--- src/rtl/fir_out_serializer_pkg.sv ---
// Shared types and sizing helpers for the FIR output serializer.
// Define PARITY_EN to append an even-parity bit to every frame.
package fir_ser_p;

  typedef enum logic [1:0] {
    S_IDLE,
    S_LOAD,
    S_SHIFT,
    S_GAP
  } state_e;

  function automatic int frame_bits(input int width);
`ifdef PARITY_EN
    return width + 1;
`else
    return width;
`endif
  endfunction

  function automatic int bitcnt_w(input int width);
    return $clog2(width + 1);
  endfunction

endpackage

--- src/rtl/fir_out_serializer_if.sv ---
// Capture-side inputs and serial-link outputs of the serializer.
// master = word source / link reader, slave = serializer.
interface fir_out_serializer_if #(
  parameter int WIDTH = 14,
  parameter int DEPTH = 4
) ();

  logic [WIDTH-1:0]         in;
  logic                     in_valid;
  logic                     in_stb;
  logic                     sclk;
  logic                     sdata;
  logic                     frame;
  logic [$clog2(DEPTH):0]   fill;
  logic                     overflow;
  logic                     busy;

  modport master (
    output in,
    output in_valid,
    output in_stb,
    input  sclk,
    input  sdata,
    input  frame,
    input  fill,
    input  overflow,
    input  busy
  );

  modport slave (
    input  in,
    input  in_valid,
    input  in_stb,
    output sclk,
    output sdata,
    output frame,
    output fill,
    output overflow,
    output busy
  );

endinterface

--- src/rtl/fir_out_serializer_fifo.sv ---
// Single-clock FIFO buffering captured filter words.
// A push while full is only accepted when a pop happens on the same edge.
module sample_fifo #(
  parameter int WIDTH = 14,
  parameter int DEPTH = 4
) (
  input  logic                     clk_i,
  input  logic                     rst_ni,
  input  logic                     push_i,
  input  logic                     pop_i,
  input  logic [WIDTH-1:0]         data_i,
  output logic [WIDTH-1:0]         data_o,
  output logic                     full_o,
  output logic                     empty_o,
  output logic [$clog2(DEPTH):0]   fill_o
);

  localparam int AW = $clog2(DEPTH);

  logic [WIDTH-1:0] mem_q [DEPTH];
  logic [AW-1:0]    wr_q;
  logic [AW-1:0]    wr_d;
  logic [AW-1:0]    rd_q;
  logic [AW-1:0]    rd_d;
  logic [AW:0]      cnt_q;
  logic [AW:0]      cnt_d;
  logic             do_push;
  logic             do_pop;

  assign full_o  = (cnt_q == (AW+1)'(DEPTH));
  assign empty_o = (cnt_q == '0);
  assign fill_o  = cnt_q;
  assign data_o  = mem_q[rd_q];

  assign do_pop  = pop_i & ~empty_o;
  assign do_push = push_i & (~full_o | do_pop);

  always_comb begin
    wr_d  = wr_q;
    rd_d  = rd_q;
    cnt_d = cnt_q;
    if (do_push) wr_d = wr_q + AW'(1);
    if (do_pop)  rd_d = rd_q + AW'(1);
    unique case ({do_push, do_pop})
      2'b10:   cnt_d = cnt_q + (AW+1)'(1);
      2'b01:   cnt_d = cnt_q - (AW+1)'(1);
      default: cnt_d = cnt_q;
    endcase
  end

  always_ff @(posedge clk_i) begin
    if (do_push) mem_q[wr_q] <= data_i;
  end

  always_ff @(posedge clk_i or negedge rst_ni) begin
    if (!rst_ni) begin
      wr_q  <= '0;
      rd_q  <= '0;
      cnt_q <= '0;
    end else begin
      wr_q  <= wr_d;
      rd_q  <= rd_d;
      cnt_q <= cnt_d;
    end
  end

endmodule

--- src/rtl/fir_out_serializer.sv ---
// Captures strobed filter words into a FIFO and shifts them out MSB-first
// on a framed sclk/sdata/frame link. PARITY_EN appends an even-parity bit.
module fir_out_serializer
  import fir_ser_p::*;
#(
  parameter int WIDTH   = 14,
  parameter int DEPTH   = 4,
  parameter int CLK_DIV = 2,
  parameter int GAP     = 1
) (
  input  logic clk,
  input  logic rst,
  fir_out_serializer_if.slave bus
);

  localparam int FB      = frame_bits(WIDTH);
  localparam int BW      = bitcnt_w(WIDTH);
  localparam int GAP_CYC = GAP * 2 * CLK_DIV;
  localparam int CW      = $clog2(GAP_CYC + 1);
  localparam int FW      = $clog2(DEPTH) + 1;

  state_e          state_q;
  state_e          state_d;
  logic [CW-1:0]   cnt_q;
  logic [CW-1:0]   cnt_d;
  logic            phase_q;
  logic            phase_d;
  logic [BW-1:0]   bitcnt_q;
  logic [BW-1:0]   bitcnt_d;
  logic [FB-1:0]   shreg_q;
  logic [FB-1:0]   shreg_d;
  logic            sclk_q;
  logic            sclk_d;
  logic            sdata_q;
  logic            sdata_d;
  logic            frame_q;
  logic            frame_d;
  logic            ovf_q;
  logic            ovf_d;
  logic            busy_q;

  logic            push;
  logic            pop;
  logic            full;
  logic            empty;
  logic [WIDTH-1:0] head;
  logic [FW-1:0]   fill;
  logic [FB-1:0]   load_word;
  logic            tick;
  logic            fall;
  logic            last;
  logic            gap_done;

  assign push = bus.in_stb & bus.in_valid;
  assign pop  = (state_q == S_LOAD);

  sample_fifo #(
    .WIDTH (WIDTH),
    .DEPTH (DEPTH)
  ) u_fifo (
    .clk_i   (clk),
    .rst_ni  (rst),
    .push_i  (push),
    .pop_i   (pop),
    .data_i  (bus.in),
    .data_o  (head),
    .full_o  (full),
    .empty_o (empty),
    .fill_o  (fill)
  );

`ifdef PARITY_EN
  assign load_word = {head, ^head};
`else
  assign load_word = head;
`endif

  assign tick     = (cnt_q == CW'(CLK_DIV - 1));
  assign fall     = (state_q == S_SHIFT) & tick & phase_q;
  assign last     = fall & (bitcnt_q == '0);
  assign gap_done = (state_q == S_GAP) &
                    (cnt_q == CW'(GAP_CYC - 1));

  always_ff @(posedge clk or negedge rst) begin
    if (!rst) state_q <= S_IDLE;
    else      state_q <= state_d;
  end

  always_comb begin
    state_d = state_q;
    unique case (state_q)
      S_IDLE:  if (!empty) state_d = S_LOAD;
      S_LOAD:  state_d = S_SHIFT;
      S_SHIFT: if (last) state_d = S_GAP;
      S_GAP:   if (gap_done) state_d = empty ? S_IDLE : S_LOAD;
      default: state_d = S_IDLE;
    endcase
  end

  // Next values of the registered link outputs and shift datapath.
  always_comb begin
    cnt_d    = cnt_q;
    phase_d  = phase_q;
    bitcnt_d = bitcnt_q;
    shreg_d  = shreg_q;
    sclk_d   = sclk_q;
    sdata_d  = sdata_q;
    frame_d  = frame_q;
    ovf_d    = ovf_q | (push & full & ~pop);
    unique case (state_q)
      S_IDLE: begin
        cnt_d   = '0;
        phase_d = 1'b0;
        sclk_d  = 1'b0;
        sdata_d = 1'b0;
        frame_d = 1'b0;
      end
      S_LOAD: begin
        cnt_d    = '0;
        phase_d  = 1'b0;
        shreg_d  = load_word;
        bitcnt_d = BW'(FB - 1);
        sclk_d   = 1'b0;
        sdata_d  = load_word[FB-1];
        frame_d  = 1'b1;
      end
      S_SHIFT: begin
        if (!tick) begin
          cnt_d = cnt_q + CW'(1);
        end else begin
          cnt_d   = '0;
          phase_d = ~phase_q;
          sclk_d  = ~phase_q;
          if (phase_q) begin
            if (bitcnt_q == '0) begin
              frame_d = 1'b0;
              sdata_d = 1'b0;
            end else begin
              shreg_d  = shreg_q << 1;
              sdata_d  = shreg_q[FB-2];
              bitcnt_d = bitcnt_q - BW'(1);
            end
          end
        end
      end
      S_GAP: begin
        sclk_d  = 1'b0;
        sdata_d = 1'b0;
        frame_d = 1'b0;
        cnt_d   = gap_done ? '0 : cnt_q + CW'(1);
      end
      default: begin
        cnt_d   = '0;
        phase_d = 1'b0;
      end
    endcase
  end

  always_ff @(posedge clk or negedge rst) begin
    if (!rst) begin
      cnt_q    <= '0;
      phase_q  <= 1'b0;
      bitcnt_q <= '0;
      shreg_q  <= '0;
      sclk_q   <= 1'b0;
      sdata_q  <= 1'b0;
      frame_q  <= 1'b0;
      ovf_q    <= 1'b0;
      busy_q   <= 1'b0;
    end else begin
      cnt_q    <= cnt_d;
      phase_q  <= phase_d;
      bitcnt_q <= bitcnt_d;
      shreg_q  <= shreg_d;
      sclk_q   <= sclk_d;
      sdata_q  <= sdata_d;
      frame_q  <= frame_d;
      ovf_q    <= ovf_d;
      busy_q   <= (state_d != S_IDLE);
    end
  end

  assign bus.sclk     = sclk_q;
  assign bus.sdata    = sdata_q;
  assign bus.frame    = frame_q;
  assign bus.fill     = fill;
  assign bus.overflow = ovf_q;
  assign bus.busy     = busy_q;

endmodule

--- src/flat_wrapper.sv ---
// flat-port wrapper written by rule: the top's interface ports become plain ports
module fir_out_serializer_flat import fir_ser_p::*;
#(
  parameter int WIDTH   = 14,
  parameter int DEPTH   = 4,
  parameter int CLK_DIV = 2,
  parameter int GAP     = 1
)
  (clk, rst, bus_in, bus_in_valid, bus_in_stb, bus_sclk, bus_sdata, bus_frame, bus_fill, bus_overflow, bus_busy);
  fir_out_serializer_if #(.WIDTH(WIDTH), .DEPTH(DEPTH)) bus_i ();
  input  logic clk;
  input  logic rst;
  input wire logic [$bits(bus_i.in)-1:0] bus_in;
  input wire logic [$bits(bus_i.in_valid)-1:0] bus_in_valid;
  input wire logic [$bits(bus_i.in_stb)-1:0] bus_in_stb;
  output wire logic [$bits(bus_i.sclk)-1:0] bus_sclk;
  output wire logic [$bits(bus_i.sdata)-1:0] bus_sdata;
  output wire logic [$bits(bus_i.frame)-1:0] bus_frame;
  output wire logic [$bits(bus_i.fill)-1:0] bus_fill;
  output wire logic [$bits(bus_i.overflow)-1:0] bus_overflow;
  output wire logic [$bits(bus_i.busy)-1:0] bus_busy;
  assign bus_i.in = bus_in;
  assign bus_i.in_valid = bus_in_valid;
  assign bus_i.in_stb = bus_in_stb;
  assign bus_sclk = bus_i.sclk;
  assign bus_sdata = bus_i.sdata;
  assign bus_frame = bus_i.frame;
  assign bus_fill = bus_i.fill;
  assign bus_overflow = bus_i.overflow;
  assign bus_busy = bus_i.busy;
  fir_out_serializer #(.WIDTH(WIDTH), .DEPTH(DEPTH), .CLK_DIV(CLK_DIV), .GAP(GAP)) u_core (.clk(clk), .rst(rst), .bus(bus_i));
endmodule
--- config.mk ---
export PLATFORM = sky130hd
export DESIGN_NAME = fir_out_serializer_flat
export DESIGN_NICKNAME = d
export VERILOG_FILES = /design/src/rtl/fir_out_serializer_pkg.sv /design/src/rtl/fir_out_serializer_if.sv /design/src/rtl/fir_out_serializer_fifo.sv /design/src/rtl/fir_out_serializer.sv /design/src/flat_wrapper.sv
export SDC_FILE = /design/constraint.sdc
export NUM_CORES = 1
export LEC_CHECK = 0
export ABC_AREA = 1
export CAP_MARGIN = 20
export CORE_ASPECT_RATIO = 0.8
export CORE_MARGIN = 3
export CORE_UTILIZATION = 30
export DETAILED_ROUTE_END_ITERATION = 16
export PLACE_DENSITY_LB_ADDON = 0.15
export SLEW_MARGIN = 20
export SYNTH_ARGS = -nofsm -noshare
export SYNTH_HDL_FRONTEND = slang
export SYNTH_HIERARCHICAL = 1
export SYNTH_SLANG_ARGS = --single-unit
--- constraint.sdc ---
create_clock -name clk -period 1.9 [get_ports clk]
set_input_delay 0.19 -clock clk [delete_from_list [all_inputs] [get_ports clk]]
set_output_delay 0.19 -clock clk [all_outputs]
set_load 0.03 [all_outputs]
==> summary.md, run 1 <==
| Metric | Value |
|---|---|
| Routed vias | ~2,700 |
| IO Pins | 26 |
| Post-DP HPWL | 5650 µm |
| Post-Route WL | around 8300 µm |
| Total GRT Usage | 0.124 |
| Area of the multi-input gates | approximately 0.0013 mm² |
| Core ar. | approximately 0.013 mm² |
| Post-synthesis cell type count | 28 |
| Max Root-Sink Buffers | 2 |
| Commonest cells after routing, fill and taps aside | nand2_1, edfxtp_1, nor2_1 |
| Worst Path Max Fanout | 3 |
| Post-synthesis sequential area ratio | 0.637 |
| Status | complete, no violations |
| DRC viols | 0 |
| Worst skew pair latency | roughly 340 ps |
| Setup Skew | between 6 and 7 ps |
| Yosys reg bits | around 90 |
| Die area | 0.0148 mm² |
| CP Data Required Time | around 2100 ps |
| Vias in the first global route | ~2,700 |
| Iteration-0 DRC count of the detailed router | between 150 and 200 |
| Finish-stage setup viols | 0 |
| Cts bufs inserted | 9 |
| Core Util, Final | 0.378 |
| MaxCap Viol Count | 0 |
| Initial antenna violation count | 0 |
| Slew HR | 0.679 |
| Cell count after placement | ~600 |
| Final Instance Area | roughly 0.0049 mm² |
| Syn nets | 430 |
| First-pass iteration count of the detailed router | 4 |
| Worst setup slack after layout | 137 ps |
| Pleak | between 2 and 2.5 nW |
| Max Freq | 567 MHz |
| Critical path endpoint category | register |
| VDD IR max | about 0.64 mV |
| Placer Congestion | 0.769 |
| Max-slew violations | 0 |
| Clock Sinks | 91 |
| FF/Latch Area | about 0.0026 mm² |
| Worst setup slack after placement | roughly 2.9 ps |
| Syn_area_per_cell | around 10 µm² |
| CTS root buf | clkbuf_16 |
| Die Wd | approximately 140 µm |
| Post-DP Area | approximately 0.0046 mm² |
| RSZ-0062 raised after global routing | false |
| Layout Cells excl Fill | roughly 630 |
| Endpoints failing hold | 0 |
| Remaining Overflow, GRT | 0 |
| Die height | around 110 µm |
| FP Rows | 37 |
| Worst hold slack | approximately 420 ps |
| Setup_tns | 0 ps |
| Tmin final | around 1800 ps |
| Most common cell after layout, fill and taps aside | nand2_1 |
| ANT cells | 0 |
| Tcrit/Tclk final | 0.928 |
| CP Class | reg -> reg |
| Worst EP arrival | about 2000 ps |
| Fillers | around 1,300 |
| Port-buffer cells | 25 |
| Area Growth Syn to Fin | 22.2% |
| Wire per inst | 13.3 µm |
| Mapped Area | ~0.0040 mm² |
| Synth Warn # | 6 |
| Worst min path class | in -> async |
| Largest net degree at the start of global routing | 36 |
| CTS tree | built |
| Final ANT Viol Nets | 0 |
| First-pass GRT wire length | between 10,000 and 15,000 µm |
| Layout cell share with drive strength beyond 1 | 0.148 |
| Critical Path Source Type | register |
| Final Power | 7.43 mW |
| Clk pin slew, worst setup/hold paths | 70 ps |
| Via-to-Cell Ratio | between 4 and 5 |
| Initial core utilization | 0.310 |
| Pwr/cell area | ~1500 mW/mm² |
| Post-layout nets | 475 |
| H-Tree Depth | 3 |
| Worst slew pin tran | between 400 and 500 ps |
| Syn Inst Count | approximately 400 |
==> report_power, final <==
group / total [mW] / leakage [nW] / internal (mW) / switching, mW
sequential: 2.77 / 0.940 / 2.54 / 0.232
clock: 1.83 / 0.151 / 1.04 / 0.790
combinational: 2.83 / 1.00 / 1.03 / 1.79
total: 7.43 / 2.09 / 4.62 / 2.82
==> timing repair <==
action / CTS / global route
gates resized for setup: 1 / 8
endpoints found under the setup margin: 1 / 3
hold buffers: 1 / 0
endpoints found under the hold margin: 35 / 0
gates cloned: 0 / 0
pin swaps: 0 / 2
setup buffers: 0 / 2
==> per-layer routing <==
| layer | GRT usage | up-vias | wire [µm] |
|---|---|---|---|
| met3 | 0.0389 | 8 | 321 |
| met4 | 0.0353 | 0 | 103 |
| met2 | 0.188 | 36 | 3680 |
| met1 | 0.171 | 1269 | 4240 |
| met5 | 0 | - | 0 |
| li1 | - | 1399 | - |
==> synthesized netlist by cell type, drive strengths merged <==
cell    instances  area (µm²)
ha              9         113
nand4           2        12.5
nand3b          1        7.51
fa              1        20.0
a31o            1        8.76
edfxtp         56        1680
buf            13        86.3
xnor2           1        8.76
nor2           57         231
nor3            1        5.00
nand2         127         482
inv            33         124
clkbuf          1        3.75
a21oi           1        5.00
a22oi           1        7.51
nand3          15        80.1
o21ai          45         248
o21a            1        7.51
dfrtp          35         876
or2             1        6.26
==> cells by family after synthesis <==
| kind of cell | share of synthesized area |
|---|---|
| and+or+nand+nor | 0.205 |
| xor gates and xnor gates | 0.00218 |
| DFF | 0.637 |
| adders and majority gates | 0.0330 |
| buffers and inverters | 0.0533 |
| AOI/OAI and AO/OA | 0.0689 |
==> layout make-up <==
class	count	area share
clock buffers	9	0.0459
clock inverters	7	0.0163
repair buffers	48	0.0883
inverters	33	0.0253
flip-flops and latches	91	0.522
well taps	175	0.0446
multi-input cells	264	0.258
==> critical path: stages, from the launching register on <==
cell and delay, ps:
dfrtp_1 380, inv_2 70, nand2_2 70, inv_2 50, inv_1 60, nand3_2 90
nand2_2 80, ha_1 170, inv_1 80, fa_2 340, nand2_1 100, nand3_1 80
nand2_1 60, nand2_1 50
==> registers in the layout, summed over array words and instances, names as in the netlist, 2 cells and up <==
signal / cells
u_core/u_fifo/mem_q: 56
u_core/shreg_q: 13
u_core/bitcnt_q: 4
u_core/cnt_q: 3
u_core/u_fifo/fill_o: 3
u_core/state_q: 2
u_core/u_fifo/rd_q: 2
u_core/u_fifo/wr_q: 2
==> worst paths after layout <==
kind,cells past startpoint,slack [ps],from,endpoint
setup / recovery,13,140,u_core/state_q[1],u_core/u_fifo/fill_o[2]
hold / removal,3,420,rst,u_core/bus.busy
setup reg to reg,13,140,u_core/state_q[1],u_core/u_fifo/fill_o[2]
hold reg to reg,2,480,u_core/shreg_q[9],u_core/shreg_q[9]
max in group asynchronous,3,1100,rst,u_core/u_fifo/fill_o[0]
min in group clk,1,480,bus_in[13],u_core/u_fifo/mem_q[1][13]
Note: power is estimated with default switching activity, not from simulation.
==> run 2: changes to the inputs <==
CELL_PAD_IN_SITES_DETAIL_PLACEMENT = 1   (was not set)
CELL_PAD_IN_SITES_GLOBAL_PLACEMENT = 2   (was not set)
CORE_UTILIZATION = 34   (was 30)
==> summary.md, run 2 (same netlist as run 1, synthesis figures left out) <==
| Metric | Value |
|---|---|
| Biggest registers after layout | u_core/u_fifo/mem_q (56), u_core/shreg_q (13), u_core/bitcnt_q (4) |
| CP Cell Sequence | nor2_2, nand2_1, nand2_1, inv_1, ha_4, inv_2, fa_2, o21ai_0 |
| Routed vias | roughly 2,800 |
| CP Data Required Time | approximately 2200 ps |
| Pwr/cell area | approximately 1500 mW/mm² |
| Max Freq | 566 MHz |
| Max reg flops | 56 |
| Worst hold slack | 357 ps |
| Worst slew pin tran | 521 ps |
| Worst setup slack after placement | -60.0 ps |
| Initial antenna violation count | 0 |
| Largest reg by FF count | u_core/u_fifo/mem_q |
| R2R depth | 8 |
| Largest net degree at the start of global routing | 30 |
| Clk pin slew, worst setup/hold paths | ~70 ps |
| CP Class | reg -> reg |
| Critical Path Source Type | register |
| Clock Sinks | between 90 and 100 |
| Post-DP Area | 0.00455 mm² |
| Crit path largest cell delay | 450 ps |
| Post-Route WL | roughly 9000 µm |
| Worst min path class | in -> async |
| Worst Path Max Fanout | 5 |
| MaxCap Viol Count | 0 |
| Die height | 103 µm |
| Final ANT Viol Nets | 0 |
| Most common cell after layout, fill and taps aside | nand2_1 |
| Cts bufs inserted | 9 |
| Post-layout nets | 473 |
| VDD IR max | around 0.63 mV |
| Pleak | approximately 2.1 nW |
| Finish-stage setup viols | 0 |
| Initial core utilization | 0.359 |
| Worst skew pair latency | between 300 and 400 ps |
| Area Growth Syn to Fin | 22.0% |
| Endpoints failing hold | 0 |
| Tmin final | ~1800 ps |
| Via-to-Cell Ratio | about 4.7 |
| ANT cells | 0 |
| Worst reg2reg path startpoint | u_core/u_fifo/fill_o[0] |
| H-Tree Depth | 3 |
| Worst EP arrival | 2040 ps |
| Wire per inst | ~15 µm |
| First-pass iteration count of the detailed router | 4 |
| Max-slew violations | 0 |
| CP Buf/Inv Count | 2 |
| Core Util, Final | 0.438 |
| Port-buffer cells | 25 |
| Reg2reg end | u_core/u_fifo/fill_o[1] |
| Commonest cells after routing, fill and taps aside | nand2_1, edfxtp_1, nor2_1 |
| Post-DP HPWL | 6140 µm |
| Vias in the first global route | 3,019 |
| CTS tree | built |
| Max Root-Sink Buffers | 2 |
| Reg2reg setup slack | 130 ps |
| Crit-path leading delay family | adder cells |
| CTS root buf | clkbuf_16 |
| Crit path launch | u_core/u_fifo/fill_o[0] |
| IO Pins | 26 |
| Final Power | ~7.5 mW |
| First-pass GRT wire length | 15,200 µm |
| Iteration-0 DRC count of the detailed router | around 140 |
| Final Instance Area | ~0.0049 mm² |
| Critical path endpoint category | register |
| Total GRT Usage | 0.149 |
| Core ar. | roughly 0.011 mm² |
| Worst setup slack after layout | about 130 ps |
| Die area | around 0.013 mm² |
| Slew HR | 0.653 |
| Die Wd | roughly 130 µm |
| RSZ-0062 raised after global routing | false |
| Placer Congestion | approximately 0.76 |
| CP max-delay cell | dfrtp_2 |
| FP Rows | 34 |
| Setup Skew | ~8.8 ps |
| DRC viols | 0 |
| Remaining Overflow, GRT | 0 |
| Layout cell share with drive strength beyond 1 | 0.147 |
| Most frequent CP cell | nand2_1 |
| Status | complete, no violations |
| Tcrit/Tclk final | 0.930 |
==> run 2: cell types whose count changed in the layout (fill, tap and decap cells not counted), moves of 2 or more <==
cell / delta
buf_12: +3
clkinv_4: +2
inv_6: -2
buf_4: -5
==> run 2: layout make-up <==
class	count	area, µm²
timing repair buffer	46	455
multi-input combinational	264	1270
clock buffer	9	225
fill	1248	6290
inverter	33	124
clock inverter	7	83.8
sequential	91	2560
tap	144	180
==> run 2: worst reg2reg max path: stages (launching register included) <==
cell     delay (ps)
dfrtp_2         450
nor2_2          150
nand2_1          90
nand2_1         110
inv_1            70
ha_4            160
inv_2            70
fa_2            420
o21ai_0         160
==> run 2: through the flow <==
step	setup TNS, ps	instances
final	0	594
after CTS	0	593
after floorplan	-2790	402
after global placement	0	576
after detailed placement	-60.0	576
after global routing	0	594
==> run 2: worst max path at each step <==
stage / to / slack, ps / cells after the start
after CTS: u_core/u_fifo/fill_o[2] / 30 / 13
after floorplan: u_core/u_fifo/mem_q[0][0] / -50 / 7
after global placement: u_core/u_fifo/fill_o[2] / 90 / 13
after global routing: u_core/u_fifo/fill_o[2] / 20 / 14
final: u_core/u_fifo/fill_o[1] / 130 / 8
after detailed placement: u_core/u_fifo/fill_o[2] / -60 / 13
==> run 2: metal layers <==
layer,up-vias,part of all wire,track usage,wire (µm)
li1,1397,-,-,-
met1,1387,0.49,0.195,4430
met2,27,0.46,0.248,4180
met3,7,0.032,0.0457,285
met4,0,0.010,0.0346,93
met5,-,0,0,0
==> run 2: power breakdown <==
group	internal (mW)	total, mW	leakage (nW)	switching (mW)
clock network	1.04	1.84	0.149	0.799
registers	2.54	2.77	0.940	0.235
logic	1.09	2.91	1.00	1.82
==> run 2: what timing repair did <==
action                                  CTS  global route
pin swaps                                 1             2
setup buffers                             0             1
hold buffers                              1             0
resized for setup                         3             5
endpoints found under the setup margin    2             2
hold endpoints to repair                 19             0
==> run 3: changes to the inputs <==
SKIP_CTS_REPAIR_TIMING = 1   (was not set)
==> summary.md, run 3 (same netlist as run 1, synthesis figures left out) <==
| Metric | Value |
|---|---|
| Die area | roughly 0.013 mm² |
| MaxCap Viol Count | 0 |
| First-pass GRT wire length | approximately 15,000 µm |
| Routed vias | 2,813 |
| Initial antenna violation count | 0 |
| CTS root buf | clkbuf_16 |
| Core Util, Final | 0.438 |
| CP Cell Sequence | nor2_2, nand2_1, nand2_1, inv_1, ha_4, inv_2, fa_2, o21ai_0 |
| DRC viols | 0 |
| Wire per inst | approximately 15 µm |
| Tmin final | ~1800 ps |
| Total GRT Usage | 0.149 |
| Cts bufs inserted | 9 |
| Placer Congestion | approximately 0.76 |
| Commonest cells after routing, fill and taps aside | nand2_1, edfxtp_1, nor2_1 |
| Clock Sinks | 91 |
| Post-Route WL | 8970 µm |
| Setup_tns | 0 ps |
| Reg2reg setup slack | around 130 ps |
| IO Pins | 26 |
| First-pass iteration count of the detailed router | 4 |
| Clk pin slew, worst setup/hold paths | 70 ps |
| Worst Path Max Fanout | 5 |
| Pleak | roughly 2.1 nW |
| Via-to-Cell Ratio | ~4.7 |
| Layout cell share with drive strength beyond 1 | 0.147 |
| Post-DP Area | approximately 0.0045 mm² |
| Critical path endpoint category | register |
| CP max-delay cell | dfrtp_2 |
| Fillers | 1,245 |
| Status | complete, no violations |
| VDD IR max | approximately 0.64 mV |
| Slew HR | 0.652 |
| Max Root-Sink Buffers | 2 |
| Final ANT Viol Nets | 0 |
| Core ar. | around 0.011 mm² |
| Iteration-0 DRC count of the detailed router | 146 |
| CTS tree | built |
| ANT cells | 0 |
| Post-layout nets | ~470 |
| Post-DP HPWL | approximately 6000 µm |
| Most common cell after layout, fill and taps aside | nand2_1 |
| Worst skew pair latency | 350 ps |
| Tcrit/Tclk final | 0.931 |
| Die height | 103 µm |
| Biggest registers after layout | u_core/u_fifo/mem_q (56), u_core/shreg_q (13), u_core/bitcnt_q (4) |
| Area Growth Syn to Fin | 22.0% |
| Largest reg by FF count | u_core/u_fifo/mem_q |
| Endpoints failing hold | 0 |
| Crit path largest cell delay | 450 ps |
| H-Tree Depth | 3 |
| Max-slew violations | 0 |
| Most frequent CP cell | nand2_1 |
| FP Rows | 34 |
| Worst EP arrival | slightly above 2000 ps |
| Port-buffer cells | 25 |
| CP Data Required Time | 2170 ps |
| Critical Path Source Type | register |
| Setup Skew | roughly 8.3 ps |
| Largest net degree at the start of global routing | 30 |
| Remaining Overflow, GRT | 0 |
| Final Instance Area | 0.00490 mm² |
| Worst min path class | in -> async |
| Pwr/cell area | about 1500 mW/mm² |
| Worst slew pin tran | 522 ps |
| Max Freq | 565 MHz |
| Finish-stage setup viols | 0 |
| CP Class | reg -> reg |
| Initial core utilization | 0.359 |
| Max reg flops | 56 |
| Die Wd | around 130 µm |
| Vias in the first global route | 3,011 |
| RSZ-0062 raised after global routing | false |
-- run 3: cell counts in the layout (fill, tap and decap cells not counted) --
Identical to the previous run, type by type.
-- run 3: layout make-up --
cell class	instances	area, µm²	area share
flip-flops and latches	91	2560	0.522
multi-input cells	264	1270	0.259
repair buffers	46	455	0.0930
clock buffers	9	225	0.0460
well taps	144	180	0.0368
inverters	33	124	0.0253
clock inverters	7	83.8	0.0171
-- run 3: where the power goes --
part	total (mW)	internal [mW]	switching (mW)
Combinational	2.90	1.09	1.81
Sequential	2.77	2.54	0.236
Clock	1.85	1.04	0.806
-- run 3: critical path, delay by kind of cell, from the launching register on --
family	cells	cell delay [ps]
adders and majority gates	2	590
DFF	1	450
and+or+nand+nor	3	350
AOI/OAI and AO/OA	1	160
buffers and inverters	2	140
-- run 3: final timing paths --
path / from / to / depth (start not counted)
min in group clk: bus_in[11] / u_core/u_fifo/mem_q[1][11] / 1
min: rst / u_core/u_fifo/rd_q[1] / 2
max reg2reg: u_core/u_fifo/fill_o[0] / u_core/u_fifo/fill_o[1] / 8
max: u_core/u_fifo/fill_o[0] / u_core/u_fifo/fill_o[1] / 8
max in group asynchronous: rst / u_core/bitcnt_q[1] / 3
min reg2reg: u_core/shreg_q[0] / u_core/shreg_q[0] / 2
-- run 3: stage by stage --
stage / instances / hold slack (ps) / total power, mW / worst slack (ps)
6_report: 594 / 357 / 7.52 / 131
3_3_place_gp: 576 / 206 / 5.64 / 87.3
5_1_grt: 594 / 397 / 8.16 / 16.4
2_1_floorplan: 402 / -106 / 4.76 / -49.8
3_5_place_dp: 576 / 209 / 5.71 / -60.0
4_1_cts: 592 / -172 / 7.61 / -75.2
-- run 3: per-layer routing --
metal	wire, µm	vias up	track usage	share of wire
li1	-	1395	-	-
met3	298	6	0.0457	0.033
met5	0	-	0	0
met4	93	0	0.0346	0.010
met2	4160	30	0.247	0.46
met1	4420	1382	0.195	0.49
